--- src/rtl/hazard_forward_unit_if.sv ---
// hazard_forward_unit_if
// Bundles the ID/EXE/MEM hazard-detection inputs and the stall/forward
// outputs of hazard_forward_unit.
//   master : pipeline side, drives register addresses and status, reads controls
//   slave  : hazard_forward_unit, reads pipeline status, drives controls
// Ports carried: src1, src2, two_src, exe_dst, mem_dst, exe_wb_en, mem_wb_en,
//   exe_mem_read, fw_en, mem_ready, branch_taken (to unit);
//   stall, bubble, flush, freeze, fwd_a, fwd_b, stall_cycles (from unit).
interface hazard_forward_unit_if #(
  parameter int ADDR_W = 5
);
  logic [ADDR_W-1:0] src1;
  logic [ADDR_W-1:0] src2;
  logic              two_src;
  logic [ADDR_W-1:0] exe_dst;
  logic [ADDR_W-1:0] mem_dst;
  logic              exe_wb_en;
  logic              mem_wb_en;
  logic              exe_mem_read;
  logic              fw_en;
  logic              mem_ready;
  logic              branch_taken;
  logic              stall;
  logic              bubble;
  logic              flush;
  logic              freeze;
  logic [1:0]        fwd_a;
  logic [1:0]        fwd_b;
  logic [15:0]       stall_cycles;

  modport master (
    output src1, src2, two_src, exe_dst, mem_dst, exe_wb_en, mem_wb_en,
           exe_mem_read, fw_en, mem_ready, branch_taken,
    input  stall, bubble, flush, freeze, fwd_a, fwd_b, stall_cycles
  );

  modport slave (
    input  src1, src2, two_src, exe_dst, mem_dst, exe_wb_en, mem_wb_en,
           exe_mem_read, fw_en, mem_ready, branch_taken,
    output stall, bubble, flush, freeze, fwd_a, fwd_b, stall_cycles
  );
endinterface

--- src/rtl/hazard_forward_unit.sv ---
// hazard_forward_unit
// RAW hazard detection and EXE-stage forwarding control for a 5-stage MIPS
// pipeline. Stretches load-use stalls to LOAD_STALL cycles, freezes the
// pipeline while data memory is busy, squashes stalls on taken branches and
// counts stall cycles (saturating at 16 bits).
// Ports:
//   clk  - pipeline clock, rising edge
//   rst  - asynchronous active-high reset
//   bus  - hazard_forward_unit_if.slave (register addresses, status in;
//          stall/bubble/flush/freeze combinational out, fwd_a/fwd_b and
//          stall_cycles registered out)
module hazard_forward_unit #(
  parameter int ADDR_W      = 5,
  parameter int LOAD_STALL  = 1,
  parameter int ZERO_REG_EN = 1
) (
  input  logic                  clk,
  input  logic                  rst,
  hazard_forward_unit_if.slave  bus
);

  typedef enum logic {
    IDLE      = 1'b0,
    LOAD_WAIT = 1'b1
  } state_t;

  // The cycle that detects the load counts as the first stall cycle, and the
  // LOAD_WAIT exit cycle (cnt==0) is the last, hence the -2.
  localparam logic [2:0] CNT_INIT = (LOAD_STALL > 1) ? 3'(LOAD_STALL - 2) : 3'd0;

  state_t      state_q, state_d;
  logic [2:0]  cnt_q, cnt_d;
  logic [1:0]  fwd_a_q, fwd_a_d;
  logic [1:0]  fwd_b_q, fwd_b_d;
  logic [15:0] stall_cycles_q, stall_cycles_d;

  logic m1e, m2e, m1m, m2m;
  logic raw_exe, raw_mem, load_use, hz;
  logic stall, bubble, flush, freeze;
  logic [1:0] fwd_a_c, fwd_b_c;

  // Register match; register 0 is hard-wired so it never matches when enabled.
  function automatic logic reg_match(input logic [ADDR_W-1:0] s, input logic [ADDR_W-1:0] d);
    return (s == d) && !((ZERO_REG_EN != 0) && (d == {ADDR_W{1'b0}}));
  endfunction

  // Hazard detection, control outputs and forward selection.
  always_comb begin
    m1e      = reg_match(bus.src1, bus.exe_dst);
    m2e      = bus.two_src && reg_match(bus.src2, bus.exe_dst);
    m1m      = reg_match(bus.src1, bus.mem_dst);
    m2m      = bus.two_src && reg_match(bus.src2, bus.mem_dst);
    raw_exe  = bus.exe_wb_en && (m1e || m2e);
    raw_mem  = bus.mem_wb_en && (m1m || m2m);
    load_use = bus.exe_mem_read && raw_exe;

    if (bus.fw_en) begin
      hz = load_use || (state_q == LOAD_WAIT);
    end else begin
      hz = raw_exe || raw_mem;
    end

    stall  = 1'b0;
    bubble = 1'b0;
    flush  = 1'b0;
    freeze = 1'b0;
    if (rst) begin
      freeze = 1'b0;
    end else if (!bus.mem_ready) begin
      freeze = 1'b1;
    end else if (bus.branch_taken) begin
      flush  = 1'b1;
      bubble = 1'b1;
    end else if (hz) begin
      stall  = 1'b1;
      bubble = 1'b1;
    end else begin
      stall  = 1'b0;
    end

    // A load in EXE has no result yet, so it is never an EXE/MEM forward source.
    fwd_a_c = 2'b00;
    if (!bus.fw_en) begin
      fwd_a_c = 2'b00;
    end else if (bus.exe_wb_en && m1e && !bus.exe_mem_read) begin
      fwd_a_c = 2'b01;
    end else if (bus.mem_wb_en && m1m) begin
      fwd_a_c = 2'b10;
    end else begin
      fwd_a_c = 2'b00;
    end

    // m2e/m2m already carry the two_src gate.
    fwd_b_c = 2'b00;
    if (!bus.fw_en) begin
      fwd_b_c = 2'b00;
    end else if (bus.exe_wb_en && m2e && !bus.exe_mem_read) begin
      fwd_b_c = 2'b01;
    end else if (bus.mem_wb_en && m2m) begin
      fwd_b_c = 2'b10;
    end else begin
      fwd_b_c = 2'b00;
    end
  end

  // Next-state logic; everything holds while the pipeline is frozen.
  always_comb begin
    state_d        = state_q;
    cnt_d          = cnt_q;
    fwd_a_d        = fwd_a_q;
    fwd_b_d        = fwd_b_q;
    stall_cycles_d = stall_cycles_q;
    if (bus.mem_ready) begin
      if (bus.branch_taken) begin
        state_d = IDLE;
        cnt_d   = 3'd0;
      end else begin
        case (state_q)
          IDLE: begin
            if (bus.fw_en && load_use && (LOAD_STALL > 1)) begin
              state_d = LOAD_WAIT;
              cnt_d   = CNT_INIT;
            end else begin
              state_d = IDLE;
            end
          end
          LOAD_WAIT: begin
            if (cnt_q == 3'd0) begin
              state_d = IDLE;
            end else begin
              cnt_d = cnt_q - 3'd1;
            end
          end
          default: begin
            state_d = IDLE;
            cnt_d   = 3'd0;
          end
        endcase
      end
      fwd_a_d = bubble ? 2'b00 : fwd_a_c;
      fwd_b_d = bubble ? 2'b00 : fwd_b_c;
      if (stall && (stall_cycles_q != 16'hFFFF)) begin
        stall_cycles_d = stall_cycles_q + 16'd1;
      end else begin
        stall_cycles_d = stall_cycles_q;
      end
    end else begin
      state_d = state_q;
    end
  end

  // State registers with asynchronous reset.
  always_ff @(posedge clk or posedge rst) begin
    if (rst) begin
      state_q        <= IDLE;
      cnt_q          <= 3'd0;
      fwd_a_q        <= 2'b00;
      fwd_b_q        <= 2'b00;
      stall_cycles_q <= 16'd0;
    end else begin
      state_q        <= state_d;
      cnt_q          <= cnt_d;
      fwd_a_q        <= fwd_a_d;
      fwd_b_q        <= fwd_b_d;
      stall_cycles_q <= stall_cycles_d;
    end
  end

  assign bus.stall        = stall;
  assign bus.bubble       = bubble;
  assign bus.flush        = flush;
  assign bus.freeze       = freeze;
  assign bus.fwd_a        = fwd_a_q;
  assign bus.fwd_b        = fwd_b_q;
  assign bus.stall_cycles = stall_cycles_q;

endmodule

--- src/flat_wrapper.sv ---
// flat-port wrapper written by rule: the top's interface ports become plain ports
module hazard_forward_unit_flat 
#(
  parameter int ADDR_W      = 5,
  parameter int LOAD_STALL  = 1,
  parameter int ZERO_REG_EN = 1
)
  (clk, rst, bus_src1, bus_src2, bus_two_src, bus_exe_dst, bus_mem_dst, bus_exe_wb_en, bus_mem_wb_en, bus_exe_mem_read, bus_fw_en, bus_mem_ready, bus_branch_taken, bus_stall, bus_bubble, bus_flush, bus_freeze, bus_fwd_a, bus_fwd_b, bus_stall_cycles);
  hazard_forward_unit_if #(.ADDR_W(ADDR_W)) bus_i ();
  input  logic clk;
  input  logic rst;
  input wire logic [$bits(bus_i.src1)-1:0] bus_src1;
  input wire logic [$bits(bus_i.src2)-1:0] bus_src2;
  input wire logic [$bits(bus_i.two_src)-1:0] bus_two_src;
  input wire logic [$bits(bus_i.exe_dst)-1:0] bus_exe_dst;
  input wire logic [$bits(bus_i.mem_dst)-1:0] bus_mem_dst;
  input wire logic [$bits(bus_i.exe_wb_en)-1:0] bus_exe_wb_en;
  input wire logic [$bits(bus_i.mem_wb_en)-1:0] bus_mem_wb_en;
  input wire logic [$bits(bus_i.exe_mem_read)-1:0] bus_exe_mem_read;
  input wire logic [$bits(bus_i.fw_en)-1:0] bus_fw_en;
  input wire logic [$bits(bus_i.mem_ready)-1:0] bus_mem_ready;
  input wire logic [$bits(bus_i.branch_taken)-1:0] bus_branch_taken;
  output wire logic [$bits(bus_i.stall)-1:0] bus_stall;
  output wire logic [$bits(bus_i.bubble)-1:0] bus_bubble;
  output wire logic [$bits(bus_i.flush)-1:0] bus_flush;
  output wire logic [$bits(bus_i.freeze)-1:0] bus_freeze;
  output wire logic [$bits(bus_i.fwd_a)-1:0] bus_fwd_a;
  output wire logic [$bits(bus_i.fwd_b)-1:0] bus_fwd_b;
  output wire logic [$bits(bus_i.stall_cycles)-1:0] bus_stall_cycles;
  assign bus_i.src1 = bus_src1;
  assign bus_i.src2 = bus_src2;
  assign bus_i.two_src = bus_two_src;
  assign bus_i.exe_dst = bus_exe_dst;
  assign bus_i.mem_dst = bus_mem_dst;
  assign bus_i.exe_wb_en = bus_exe_wb_en;
  assign bus_i.mem_wb_en = bus_mem_wb_en;
  assign bus_i.exe_mem_read = bus_exe_mem_read;
  assign bus_i.fw_en = bus_fw_en;
  assign bus_i.mem_ready = bus_mem_ready;
  assign bus_i.branch_taken = bus_branch_taken;
  assign bus_stall = bus_i.stall;
  assign bus_bubble = bus_i.bubble;
  assign bus_flush = bus_i.flush;
  assign bus_freeze = bus_i.freeze;
  assign bus_fwd_a = bus_i.fwd_a;
  assign bus_fwd_b = bus_i.fwd_b;
  assign bus_stall_cycles = bus_i.stall_cycles;
  hazard_forward_unit #(.ADDR_W(ADDR_W), .LOAD_STALL(LOAD_STALL), .ZERO_REG_EN(ZERO_REG_EN)) u_core (.clk(clk), .rst(rst), .bus(bus_i));
endmodule
--- config.mk ---
export PLATFORM = sky130hd
export DESIGN_NAME = hazard_forward_unit_flat
export DESIGN_NICKNAME = d
export VERILOG_FILES = /design/src/rtl/hazard_forward_unit_if.sv /design/src/rtl/hazard_forward_unit.sv /design/src/flat_wrapper.sv
export SDC_FILE = /design/constraint.sdc
export NUM_CORES = 1
export LEC_CHECK = 0
export ABC_CLOCK_PERIOD_IN_PS = 2100
export BUFFER_PORTS_ARGS = -buffer_cell sky130_fd_sc_hd__buf_2
export CAP_MARGIN = 0
export CORE_MARGIN = 3
export CORE_UTILIZATION = 29
export CTS_CLUSTER_DIAMETER = 40
export DETAILED_ROUTE_END_ITERATION = 10
export PLACE_DENSITY = 0.5
export SYNTH_ARGS = -nofsm -noshare
export SYNTH_HDL_FRONTEND = slang
export SYNTH_SLANG_ARGS = --single-unit
--- constraint.sdc ---
create_clock -name clk -period 2.1 [get_ports clk]
set_input_delay 0.315 -clock clk [delete_from_list [all_inputs] [get_ports clk]]
set_output_delay 0.315 -clock clk [all_outputs]
set_load 0.01 [all_outputs]
# == After elaboration in Yosys (flattened, before gate mapping) ==
# Index checks and enable logic that the tools add are counted.
# totals
latchBits,0
mem_bits_rw,0
regBits,24
mem_count,0
romBits,0
wordCells,70
inputBits,29
# op_classes
div_mod_pow,0
muxes,27
reduce_logical,29
eq_ne,6
shifts,0
bitwise_logic,1
addsub,2
magnitude_cmp,0
n_mul,0
# ops
cell,n
equality test 5 bit,4
"adder 16 x 1 -> 16 bit, second input constant",1
logical AND 1 bit,16
two-way mux 2 bit,8
"inequality test 16 bit, second input constant",1
two-way mux 1 bit,15
logical NOT 5 bit,2
two-way mux 3 bit,3
logical OR 1 bit,4
logical NOT 1 bit,3
logical NOT 3 bit,1
AND reduction 3 bit,1
"subtractor 3 x 1 -> 3 bit, second input constant",1
"inequality test 2 bit, second input constant",1
one-hot mux 1 bit (2 select lines),1
AND reduction 2 bit,1
nonzero test 2 bit,1
inverter 1 bit,1

# == Depth between registers and ports, before layout ==
# Gate-level depths: netlist of the first run.
# logic_depth
word_depth,15
depth_mapped,8

# == Worst setup path after synthesis of the first run ==
# No wires, ideal clock.
# synth_timing
path_kind,input port to flip-flop
from,input bus_mem_dst[1]
to,"register u_core.stall_cycles_q[15], in the netlist u_core.bus.stall_cycles[15]"
path_stages,7
path_slack_ps,71
arrival_time_ps,1902
path_cell_list,or4_1 > o21ai_2 > nor4_1 > o31ai_2 > and2_4 > nor4b_1 > mux2_1
# synth_via
elab_chain_cells,14
word_cells_on_any_way,17
cone_classes,eq/ne: 2; mux: 5; reduce/logical: 10
# synth_lines
element,line_no,rtl
from (decl),flat_wrapper.sv:16,input wire logic [$bits(bus_i.mem_dst)-1:0] bus_mem_dst;
logical NOT 5 bit,hazard_forward_unit.sv:44,return (s == d) && !((ZERO_REG_EN != 0) && (d == {ADDR_W{1'b0}}));
logical NOT 1 bit,hazard_forward_unit.sv:44,
logical AND 1 bit,hazard_forward_unit.sv:44,
logical AND 1 bit,hazard_forward_unit.sv:52,"m2m = bus.two_src && reg_match(bus.src2, bus.mem_dst);"
logical OR 1 bit (*),hazard_forward_unit.sv:54,raw_mem = bus.mem_wb_en && (m1m || m2m);
logical AND 1 bit (*),hazard_forward_unit.sv:54,
logical OR 1 bit (*),hazard_forward_unit.sv:60,hz = raw_exe || raw_mem;
two-way mux 1 bit (*),hazard_forward_unit.sv:57,if (bus.fw_en) begin
two-way mux 1 bit (*),hazard_forward_unit.sv:74,end else if (hz) begin
two-way mux 1 bit (*),hazard_forward_unit.sv:71,end else if (bus.branch_taken) begin
two-way mux 1 bit (*),hazard_forward_unit.sv:69,end else if (!bus.mem_ready) begin
two-way mux 1 bit (*),hazard_forward_unit.sv:67,if (rst) begin
logical AND 1 bit (*),hazard_forward_unit.sv:142,if (stall && (stall_cycles_q != 16'hFFFF)) begin
AND reduction 2 bit (no line) (*),n/a,
to (signal assigned),hazard_forward_unit.sv:165,stall_cycles_q <= stall_cycles_d;
to (decl),hazard_forward_unit.sv:35,"logic [15:0] stall_cycles_q, stall_cycles_d;"
# Mark *: on every way between the ends. The rest lies on a longest branch, timed or not.
# A chain may end at the register's enable or synchronous reset.

# == Worst setup path in the final report of the first run ==
# layout_timing
from,input bus_mem_dst[3]
to,output bus_stall
# layout_via
elab_chain_cells,12
word_cells_on_any_way,15
cone_classes,eq/ne: 2; mux: 5; reduce/logical: 8
# layout_lines
element,line_no,rtl
logical NOT 5 bit,hazard_forward_unit.sv:44,
logical NOT 1 bit,hazard_forward_unit.sv:44,
logical AND 1 bit,hazard_forward_unit.sv:44,
logical AND 1 bit,hazard_forward_unit.sv:52,
logical OR 1 bit (*),hazard_forward_unit.sv:54,
logical AND 1 bit (*),hazard_forward_unit.sv:54,
logical OR 1 bit (*),hazard_forward_unit.sv:60,
two-way mux 1 bit (*),hazard_forward_unit.sv:57,
two-way mux 1 bit (*),hazard_forward_unit.sv:74,
two-way mux 1 bit (*),hazard_forward_unit.sv:71,
two-way mux 1 bit (*),hazard_forward_unit.sv:69,
two-way mux 1 bit (*),hazard_forward_unit.sv:67,
to (decl),flat_wrapper.sv:23,output wire logic [$bits(bus_i.stall)-1:0] bus_stall;
# Marked as above.

==> results of run 1 <==
worst paths after layout:
| check | from | to | slack, ns | depth (start not counted) |
|---|---|---|---|---|
| setup / recovery | bus_mem_dst[3] | bus_stall | -0.08 | 8 |
| hold / removal | rst | u_core.bus.fwd_b[1] | 0.15 | 3 |
| setup reg to reg | u_core.state_q | u_core.bus.stall_cycles[15] | 0.14 | 8 |
| hold reg to reg | u_core.bus.stall_cycles[11] | u_core.bus.stall_cycles[11] | 0.48 | 1 |
| max in group asynchronous | rst | u_core.bus.stall_cycles[15] | 1.70 | 3 |
| min in group clk | bus_mem_ready | u_core.state_q | 0.31 | 2 |
layer usage:
metal / vias to the layer above / global-route usage (%) / part of all wire (%)
met5: - / 0 / 0
met4: 0 / 3.80 / 1.0
met3: 5 / 3.90 / 7.3
met2: 44 / 20.6 / 44
met1: 610 / 17.3 / 48
li1: 680 / - / -
cell type report:
cell class              instances  share of cell area, %
inverters                       6                   1.08
clock buffers                   3                   1.98
flip-flops and latches         24                   28.8
multi-input cells             115                   42.6
repair buffers                 75                   21.5
well taps                      67                   4.02
critical path: stages:
cell,delay (ns)
buf_8,0.10
or4_4,0.54
o21ai_4,0.21
nor4_4,0.07
o31ai_4,0.27
and2_4,0.19
nor2_1,0.04
buf_2,0.13
kinds of logic (layout without fill, tap and decap cells):
kind of cell / Yosys count / count (layout) / synth area share [%]
XOR/XNOR: 32 / 32 / 19.4
AND/OR/NAND/NOR: 56 / 56 / 21.0
multiplexers: 4 / 4 / 3.12
AO/OA/AOI/OAI: 20 / 20 / 10.0
buffers and inverters: 7 / 84 / 2.34
adder cells (fa/ha/maj): 3 / 3 / 2.60
flip-flops: 24 / 24 / 41.6
metrics by stage:
| stage | util, % | power, mW | hold slack, ns |
|---|---|---|---|
| after floorplan | - | 0.651 | 0.352 |
| after global placement | 40.7 | 0.815 | 0.451 |
| after global routing | 43.9 | 1.16 | 0.184 |
| final | 43.9 | 1.10 | 0.153 |
| after CTS | 43.0 | 1.10 | 0.162 |
| after detailed placement | 40.7 | 0.813 | 0.449 |
cells in the mapped netlist:
library cell  count  area [um2]
a211o_1           1        8.76
a211oi_1          2        15.0
a211oi_2          1        12.5
a21oi_1           2        10.0
and2_4            1        8.76
and3_1            5        31.3
and4_1            2        17.5
buf_6             1        11.3
dfrtp_1          24         601
ha_1              3        37.5
inv_1             6        22.5
mux2_1            3        33.8
mux2_2            1        11.3
nand2_1          13        48.8
nand2b_1          1        6.26
nand3_1           8        40.0
nand4_1           9        56.3
nor2_1            6        22.5
nor3_1            2        10.0
nor4_1            4        25.0
nor4b_1           1        8.76
o21ai_0           7        35.0
o21ai_2           1        8.76
o2bb2ai_1         4        35.0
o31ai_1           1        7.51
o31ai_2           1        12.5
or3_1             2        12.5
or4_1             2        15.0
xnor2_1          20         175
xor2_1           12         105
power breakdown:
| group | internal [mW] | switching, mW | leakage, nW | total, mW |
|---|---|---|---|---|
| sequential | 0.490 | 0.0241 | 0.331 | 0.515 |
| combinational | 0.157 | 0.156 | 0.636 | 0.313 |
| clock | 0.128 | 0.143 | 0.0216 | 0.272 |
timing repair:
action	CTS	global route
pin swaps	6	4
endpoints found under the setup margin	3	6
gates cloned	0	0
resized for setup	11	7
setup buffers	2	0
hold buffers	0	0
registers in the layout (all words and copies together), names as in the netlist:
name / cells
u_core.bus.stall_cycles: 16
u_core.cnt_q: 3
u_core.bus.fwd_a: 2
u_core.bus.fwd_b: 2
u_core.state_q: 1
==> flow_metrics.tcl, run 1 <==
set metrics [dict create \
    status "finished, violations left" \
    violations "negative setup slack" \
    coreArea_mm2 0.00475 \
    diodes 0 \
    min_path_type "primary input to async pin" \
    cts.root.buffer_cell "clkbuf_8" \
    placed_area_mm2 0.00194 \
    rsz0062_at_grt "yes" \
    finalHoldViolCount 0 \
    crit_arrival_ns 1.86 \
    synth_cells 146 \
    first_global_vias 1350 \
    io_buffers 52 \
    wl_per_cell_um 13.0 \
    gp_congestion 0.803 \
    p_leak_nw 0.989 \
    detail-route-antenna-nets 0 \
    grt_max_degree 27 \
    layout_commonest_cell "buf_2" \
    synth-seq-cells 24 \
    vias 1339 \
    wl_um 3760 \
    dp.final_hpwl_um 2980 \
    nNetsFinal 257 \
    setup_violations 3 \
    syn_area_per_cell_um2 9.90 \
    clock_latency_ns 0.26 \
    fin_crit_ns 2.18 \
    max-slew-margin-rel_pct 78.5 \
    antenna_found_initial 0 \
    avgViaCountPerCell 4.62 \
    die_w_um 76.6 \
    path_clk_slew_ns 0.08 \
    numCtsBuffers 3 \
    dieArea_mm2 0.00587 \
    drc 0 \
    finalWorstSetupSlack_ns -0.0791 \
    clockBufferDepth 2 \
    multiInputGateArea_um2 888 \
    die_h_um 76.6 \
    drtIter0Drc 45 \
    syn_nets 178 \
    skew_ns 0.00374 \
    synth-seq-area-share_pct 41.6 \
    drive_gt1_share_pct 40.8 \
    worst_pin_slew_ns 0.318 \
    area_growth_pct 44.3 \
    grt_pass1_wl_um 6320 \
    ir_worst_vdd_mv 0.315 \
    start_util_pct 30.4 \
    critical_path_class "primary input to output port" \
    final_cells 290 \
    regArea_um2 601 \
    htree_levels 1 \
    finalSetupTns_ns -0.189 \
    clock-sinks 24 \
    slew_violations 0 \
    maxCapViolations 0 \
    endpoint_kind "output port" \
    yosysWarnings 0 \
    dp.cells 285 \
    grt_usage_pct 13.1 \
    cp-start-kind "primary input" \
    pre_cts_slack_ns -0.299 \
    gr-total-overflow 0 \
    crit_path_max_fanout 3 \
    final_cell_mix "buf_2 (50), dfrtp_1 (24), buf_4 (23), xnor2_1 (18)" \
    cts_tree "done" \
    ys_types 30 \
    power_density_mw_per_mm2 527 \
    timing.final.crit_share_pct 104 \
    critical_path_required_ns 1.78 \
    fmax_mhz 459 \
    drt_pass1_iterations 4 \
    netlist_area_mm2 0.00145 \
    io_pins 53 \
    std_cell_rows 25 \
    final_area_mm2 0.00209 \
    fill_cells 488 \
]
Note: power is estimated with default switching activity, not from simulation.
==> run 2, diff against run 1 <==
Settings changed: ABC_CLOCK_PERIOD_IN_PS 2100 to 2600.
Clock period 2.1 ns to 2.6 ns, I/O delays scaled along.
==> flow_metrics.tcl, run 2 (same netlist as run 1, synthesis figures left out) <==
set metrics [dict create \
    status "completed" \
    std_cell_rows 25 \
    die_w_um 76.6 \
    endpoint_kind "output port" \
    grt_max_degree 27 \
    cts_resized 0 \
    cts.root.buffer_cell "clkbuf_8" \
    skew_ns 0.00244 \
    path_clk_slew_ns 0.08 \
    detail-route-antenna-nets 0 \
    numCtsBuffers 3 \
    drc 0 \
    final_cell_mix "buf_2 (52), dfrtp_1 (24), xnor2_1 (20), nand2_1 (13), xor2_1 (12)" \
    cts_setup_buffers 0 \
    intPower_uw 583 \
    die_h_um 76.6 \
    cp-start-kind "primary input" \
    path_cells "buf_2 -> or4_1 -> o21ai_2 -> nor4_1 -> o31ai_2 -> buf_4 -> and2_4 -> nor2_1 -> buf_2" \
    comb_power_share_pct 21.3 \
    fin_util_pct 39.3 \
    reg2reg_slack_ns 0.46 \
    cp_common_cell "buf_2" \
    drtIter0Drc 57 \
    critical_path_required_ns 2.21 \
    clock_latency_ns 0.26 \
    start_util_pct 30.4 \
    reg2reg_depth 6 \
    critPathBufInv 3 \
    power_density_mw_per_mm2 442 \
    rr_startpoint "u_core.bus.stall_cycles[0]" \
    clockBufferDepth 2 \
    power.share.switching_pct 29.5 \
    grt_usage_pct 12.8 \
    largest_reg_flops 16 \
    p_sw_uw 244 \
    first_global_vias 1358 \
    dp.final_hpwl_um 2820 \
    finalWorstSetupSlack_ns 0.0349 \
    cts_tree "done" \
    max-slew-margin-rel_pct 60.8 \
    seq_power_share_pct 52.4 \
    nNetsFinal 239 \
    r2r_end "u_core.bus.stall_cycles[1]" \
    worst_pin_slew_ns 0.586 \
    fmax_mhz 390 \
    finalSetupTns_ns 0 \
    htree_levels 1 \
    p_clk_share_pct 26.4 \
    drive_gt1_share_pct 32.2 \
    fin_crit_ns 2.57 \
    io_buffers 52 \
    gr-total-overflow 0 \
    io_pins 53 \
    clock-sinks 24 \
    slew_violations 0 \
    maxCapViolations 0 \
    critical_path_class "primary input to output port" \
    gp_congestion 0.841 \
    dieArea_mm2 0.00587 \
    wl_per_cell_um 13.5 \
    crit_path_max_incr_delay_ns 0.54 \
    pre_cts_slack_ns -0.118 \
    fill_cells 514 \
    timing.final.crit_share_pct 98.7 \
    diodes 0 \
    dp.cells 269 \
    p_leak_nw 0.870 \
    avgViaCountPerCell 4.80 \
    final_cells 272 \
    grt_pass1_wl_um 6270 \
    crit_path_max_fanout 4 \
    drt_pass1_iterations 4 \
    cts_hold_repair.buffers 0 \
    min_path_type "primary input to async pin" \
    setup_violations 0 \
    cpMaxStageDelayCell "or4_1" \
    coreArea_mm2 0.00475 \
    layout_commonest_cell "buf_2" \
    antenna_found_initial 0 \
    ir_worst_vdd_mv 0.332 \
    vias 1305 \
    rsz0062_at_grt "yes" \
    area_growth_pct 29.4 \
    wl_um 3680 \
    cp_top_family "simple AND/OR/NAND/NOR gates" \
    finalHoldViolCount 0 \
    crit_arrival_ns 2.18 \
]
## run 2: worst max path at each step
stage | start | endpoint | slack (ns) | cells past startpoint
after floorplan | bus_mem_dst[1] | u_core.bus.stall_cycles[15] | 0.50 | 7
after global placement | bus_mem_dst[1] | u_core.bus.stall_cycles[3] | -0.12 | 8
after detailed placement | bus_src1[2] | u_core.bus.stall_cycles[1] | -0.12 | 7
after CTS | bus_mem_dst[1] | bus_stall | 0.09 | 9
after global routing | bus_mem_dst[1] | bus_stall | -0.07 | 9
final | bus_mem_dst[1] | bus_stall | 0.03 | 9
## run 2: power groups by stage
stage	Sequential, mW	Clock, mW	Combinational (mW)
4_1_cts	0.433	0.229	0.176
3_5_place_dp	0.440	0	0.174
5_1_grt	0.440	0.247	0.196
2_1_floorplan	0.444	0	0.0815
3_3_place_gp	0.441	0	0.176
6_report	0.433	0.218	0.176
## run 2: final cells by class
class / count / area [um2] / share of cell area [%]
Sequential cell: 24 / 601 / 32.1
Inverter: 6 / 22.5 / 1.20
Clock buffer: 3 / 41.3 / 2.21
Tap cell: 67 / 83.8 / 4.48
Timing Repair Buffer: 57 / 298 / 15.9
Multi-Input combinational cell: 115 / 825 / 44.1
## run 2: metrics by stage
stage	total power, mW	hold slack, ns	area, um2
final	0.827	0.220	1870
after global routing	0.883	0.256	1870
after CTS	0.838	0.237	1860
after detailed placement	0.615	0.476	1820
after global placement	0.617	0.469	1820
after floorplan	0.526	0.427	1450
## run 2: per-layer routing
| metal | global-route usage [%] | part of all wire (%) | vias up |
|---|---|---|---|
| li1 | - | - | 642 |
| met1 | 16.6 | 47 | 617 |
| met2 | 20.4 | 44 | 42 |
| met3 | 4.02 | 8.5 | 4 |
| met4 | 3.80 | 0.87 | 0 |
| met5 | 0 | 0 | - |
## run 2: worst min-delay path, cell delays in order
cell,delay [ns]
buf_2,0.12
inv_1,0.06
buf_4,0.31
==> run 3, diff against run 2 <==
Settings changed: ABC_AREA set to 1, ABC_CLOCK_PERIOD_IN_PS 2600 to 2400, CTS_BUF_LIST set to sky130_fd_sc_hd__clkbuf_4, PLACE_DENSITY 0.5 to 0.47.
Clock period 2.6 ns to 2.4 ns, I/O delays scaled along.
==> flow_metrics.tcl, run 3 <==
set metrics [dict create \
    diodes 0 \
    placed_area_mm2 0.00228 \
    io_pins 53 \
    wl_um 5030 \
    synth-xor-area-share_pct 7.74 \
    slew_violations 0 \
    vias 1978 \
    skew_ns 0.0128 \
    layout_commonest_cell "nand2_1" \
    clock_latency_ns 0.33 \
    dieArea_mm2 0.00765 \
    finalSetupTns_ns 0 \
    cp-start-kind "primary input" \
    gr-total-overflow 0 \
    die_w_um 87.5 \
    numCtsBuffers 3 \
    min_path_type "primary input to async pin" \
    final_cells 440 \
    fin_total_pwr_uw 853 \
    grt_max_degree 25 \
    wl_met2_um 2380 \
    synth_top_area_cell "dfrtp_1" \
    cts_tree "done" \
    cts_resized 0 \
    crit_path_max_fanout 10 \
    nNetsFinal 396 \
    path_clk_slew_ns 0.15 \
    drive_gt1_share_pct 18.7 \
    htree_levels 1 \
    final_cell_mix "nand2_1 (114), buf_2 (52), inv_1 (43), nor2_1 (34), nand3_1 (32)" \
    p_leak_nw 1.36 \
    setup_violations 0 \
    yosys.area_share.simple_pct 44.6 \
    yosysWarnings 0 \
    path_cells "buf_2 -> inv_1 -> nand2_1 -> nand2_1 -> nor2_1 -> nand2_1 -> nor2_1 -> nor2_1 -> nand3_2 -> nand2_1 -> nor2_4 -> buf_2" \
    synth-seq-area-share_pct 31.2 \
    crit_path_max_incr_delay_ns 0.22 \
    yosys.area.top_type_share_pct 31.2 \
    synth_compound_area_share_pct 4.16 \
    crit_arrival_ns 1.66 \
    timing.hold.ws_ns 0.0945 \
    io_buffers 52 \
    coreArea_mm2 0.00639 \
    fill_cells 722 \
    avgViaCountPerCell 4.50 \
    fmax_mhz 494 \
    drt_pass1_iterations 4 \
    clock-sinks 24 \
    rsz0062_at_grt "no" \
    cpMaxStageDelayCell "nor2_4" \
    drc 0 \
    synth_cells 307 \
    critical_path_class "primary input to output port" \
    worst_pin_slew_ns 0.468 \
    drtIter0Drc 89 \
    cts_setup_buffers 0 \
    synth_mux_area_share_pct 0 \
    maxCapViolations 0 \
    fin_crit_ns 2.02 \
    endpoint_kind "output port" \
    async_reset_ff_share_pct 100 \
    critical_path_required_ns 2.04 \
    start_util_pct 30.1 \
    synth_area_leaders "dfrtp_1 (31%), nand2_1 (22%), inv_1 (8.4%)" \
    clockBufferDepth 2 \
    dp.final_hpwl_um 4090 \
    first_global_vias 1913 \
    cts.root.buffer_cell "clkbuf_4" \
    max-slew-margin-rel_pct 68.8 \
    highest_layer "met4" \
    grt_pass1_wl_um 8640 \
    detail-route-antenna-nets 0 \
    grt_usage_pct 13.9 \
    synth_edf_count 0 \
    synth_top_family_by_area "simple AND/OR/NAND/NOR gates" \
    reg2reg_slack_ns 0.50 \
    cp_common_cell "nand2_1" \
    status "completed" \
    std_cell_rows 29 \
    largest_reg_flops 16 \
    antenna_found_initial 0 \
    wl_met3_um 150 \
    wl_per_cell_um 11.4 \
    synth_commonest_cells "nand2_1 (114), inv_1 (43), nor2_1 (34)" \
    syn_area_per_cell_um2 6.27 \
    synth_flop_cell "dfrtp_1" \
    gp_congestion 0.790 \
    timing.final.crit_share_pct 84.3 \
    ys_types 22 \
    finalHoldViolCount 0 \
    wl_met1_um 2450 \
    synth-seq-cells 24 \
    cts_hold_repair.buffers 0 \
    area_growth_pct 19.7 \
    power_density_mw_per_mm2 370 \
    ir_worst_vdd_mv 0.177 \
    netlist_area_mm2 0.00192 \
    syn_nets 339 \
    final_area_mm2 0.00230 \
    dp.cells 436 \
    synthAdderAreaFrac_pct 1.95 \
    synth_most_common_cell "nand2_1" \
    die_h_um 87.5 \
]
## run 3: kinds of logic after synthesis
logic type / count (synthesis)
buf+inv: 49
flops: 24
fa+ha+maj: 3
simple gates: 199
compound gates: 15
xor+xnor: 17
## run 3: metrics by stage
step,util (%),setup slack (ns)
floorplan,-,0.641
global placement,35.7,0.320
detailed placement,35.7,0.334
CTS,36.1,0.323
global route,36.1,0.167
finish,36.1,0.377
## run 3: path summary, 6_finish.rpt
path | startpoint | endpoint | cells past startpoint
min in group clk | bus_mem_ready | u_core.state_q | 2
worst min register to register | u_core.bus.fwd_b[1] | u_core.bus.fwd_b[1] | 2
worst max-delay path | bus_exe_dst[4] | bus_stall | 12
max in group asynchronous | rst | u_core.state_q | 3
worst max register to register | u_core.bus.stall_cycles[0] | u_core.bus.stall_cycles[10] | 9
worst min-delay path | rst | u_core.bus.stall_cycles[6] | 3
## run 3: report_power, final
part	leakage, nW	total [mW]	internal (mW)	switching (mW)
Combinational	1.02	0.207	0.0827	0.124
Sequential	0.332	0.454	0.423	0.0313
Clock	0.0154	0.193	0.0610	0.132
Total	1.36	0.853	0.567	0.287
## run 3: worst max-delay path, delay by kind of cell
family | cells | cell delay, ns
and+or+nand+nor | 9 | 0.94
buffers and inverters | 3 | 0.36
## run 3: per-layer routing
metal	vias up	global-route usage, %
li1	1072	-
met1	869	18.2
met2	33	24.3
met3	4	1.23
met4	0	3.77
met5	-	0
## run 3: final cells by class
class	instances	area [um2]	area share, %
Clock buffer	3	22.5	0.978
Clock inverter	1	3.75	0.163
Inverter	46	173	7.50
Multi-Input combinational cell	234	1120	48.8
Sequential cell	24	601	26.1
Tap cell	77	96.3	4.18
Timing Repair Buffer	55	283	12.3
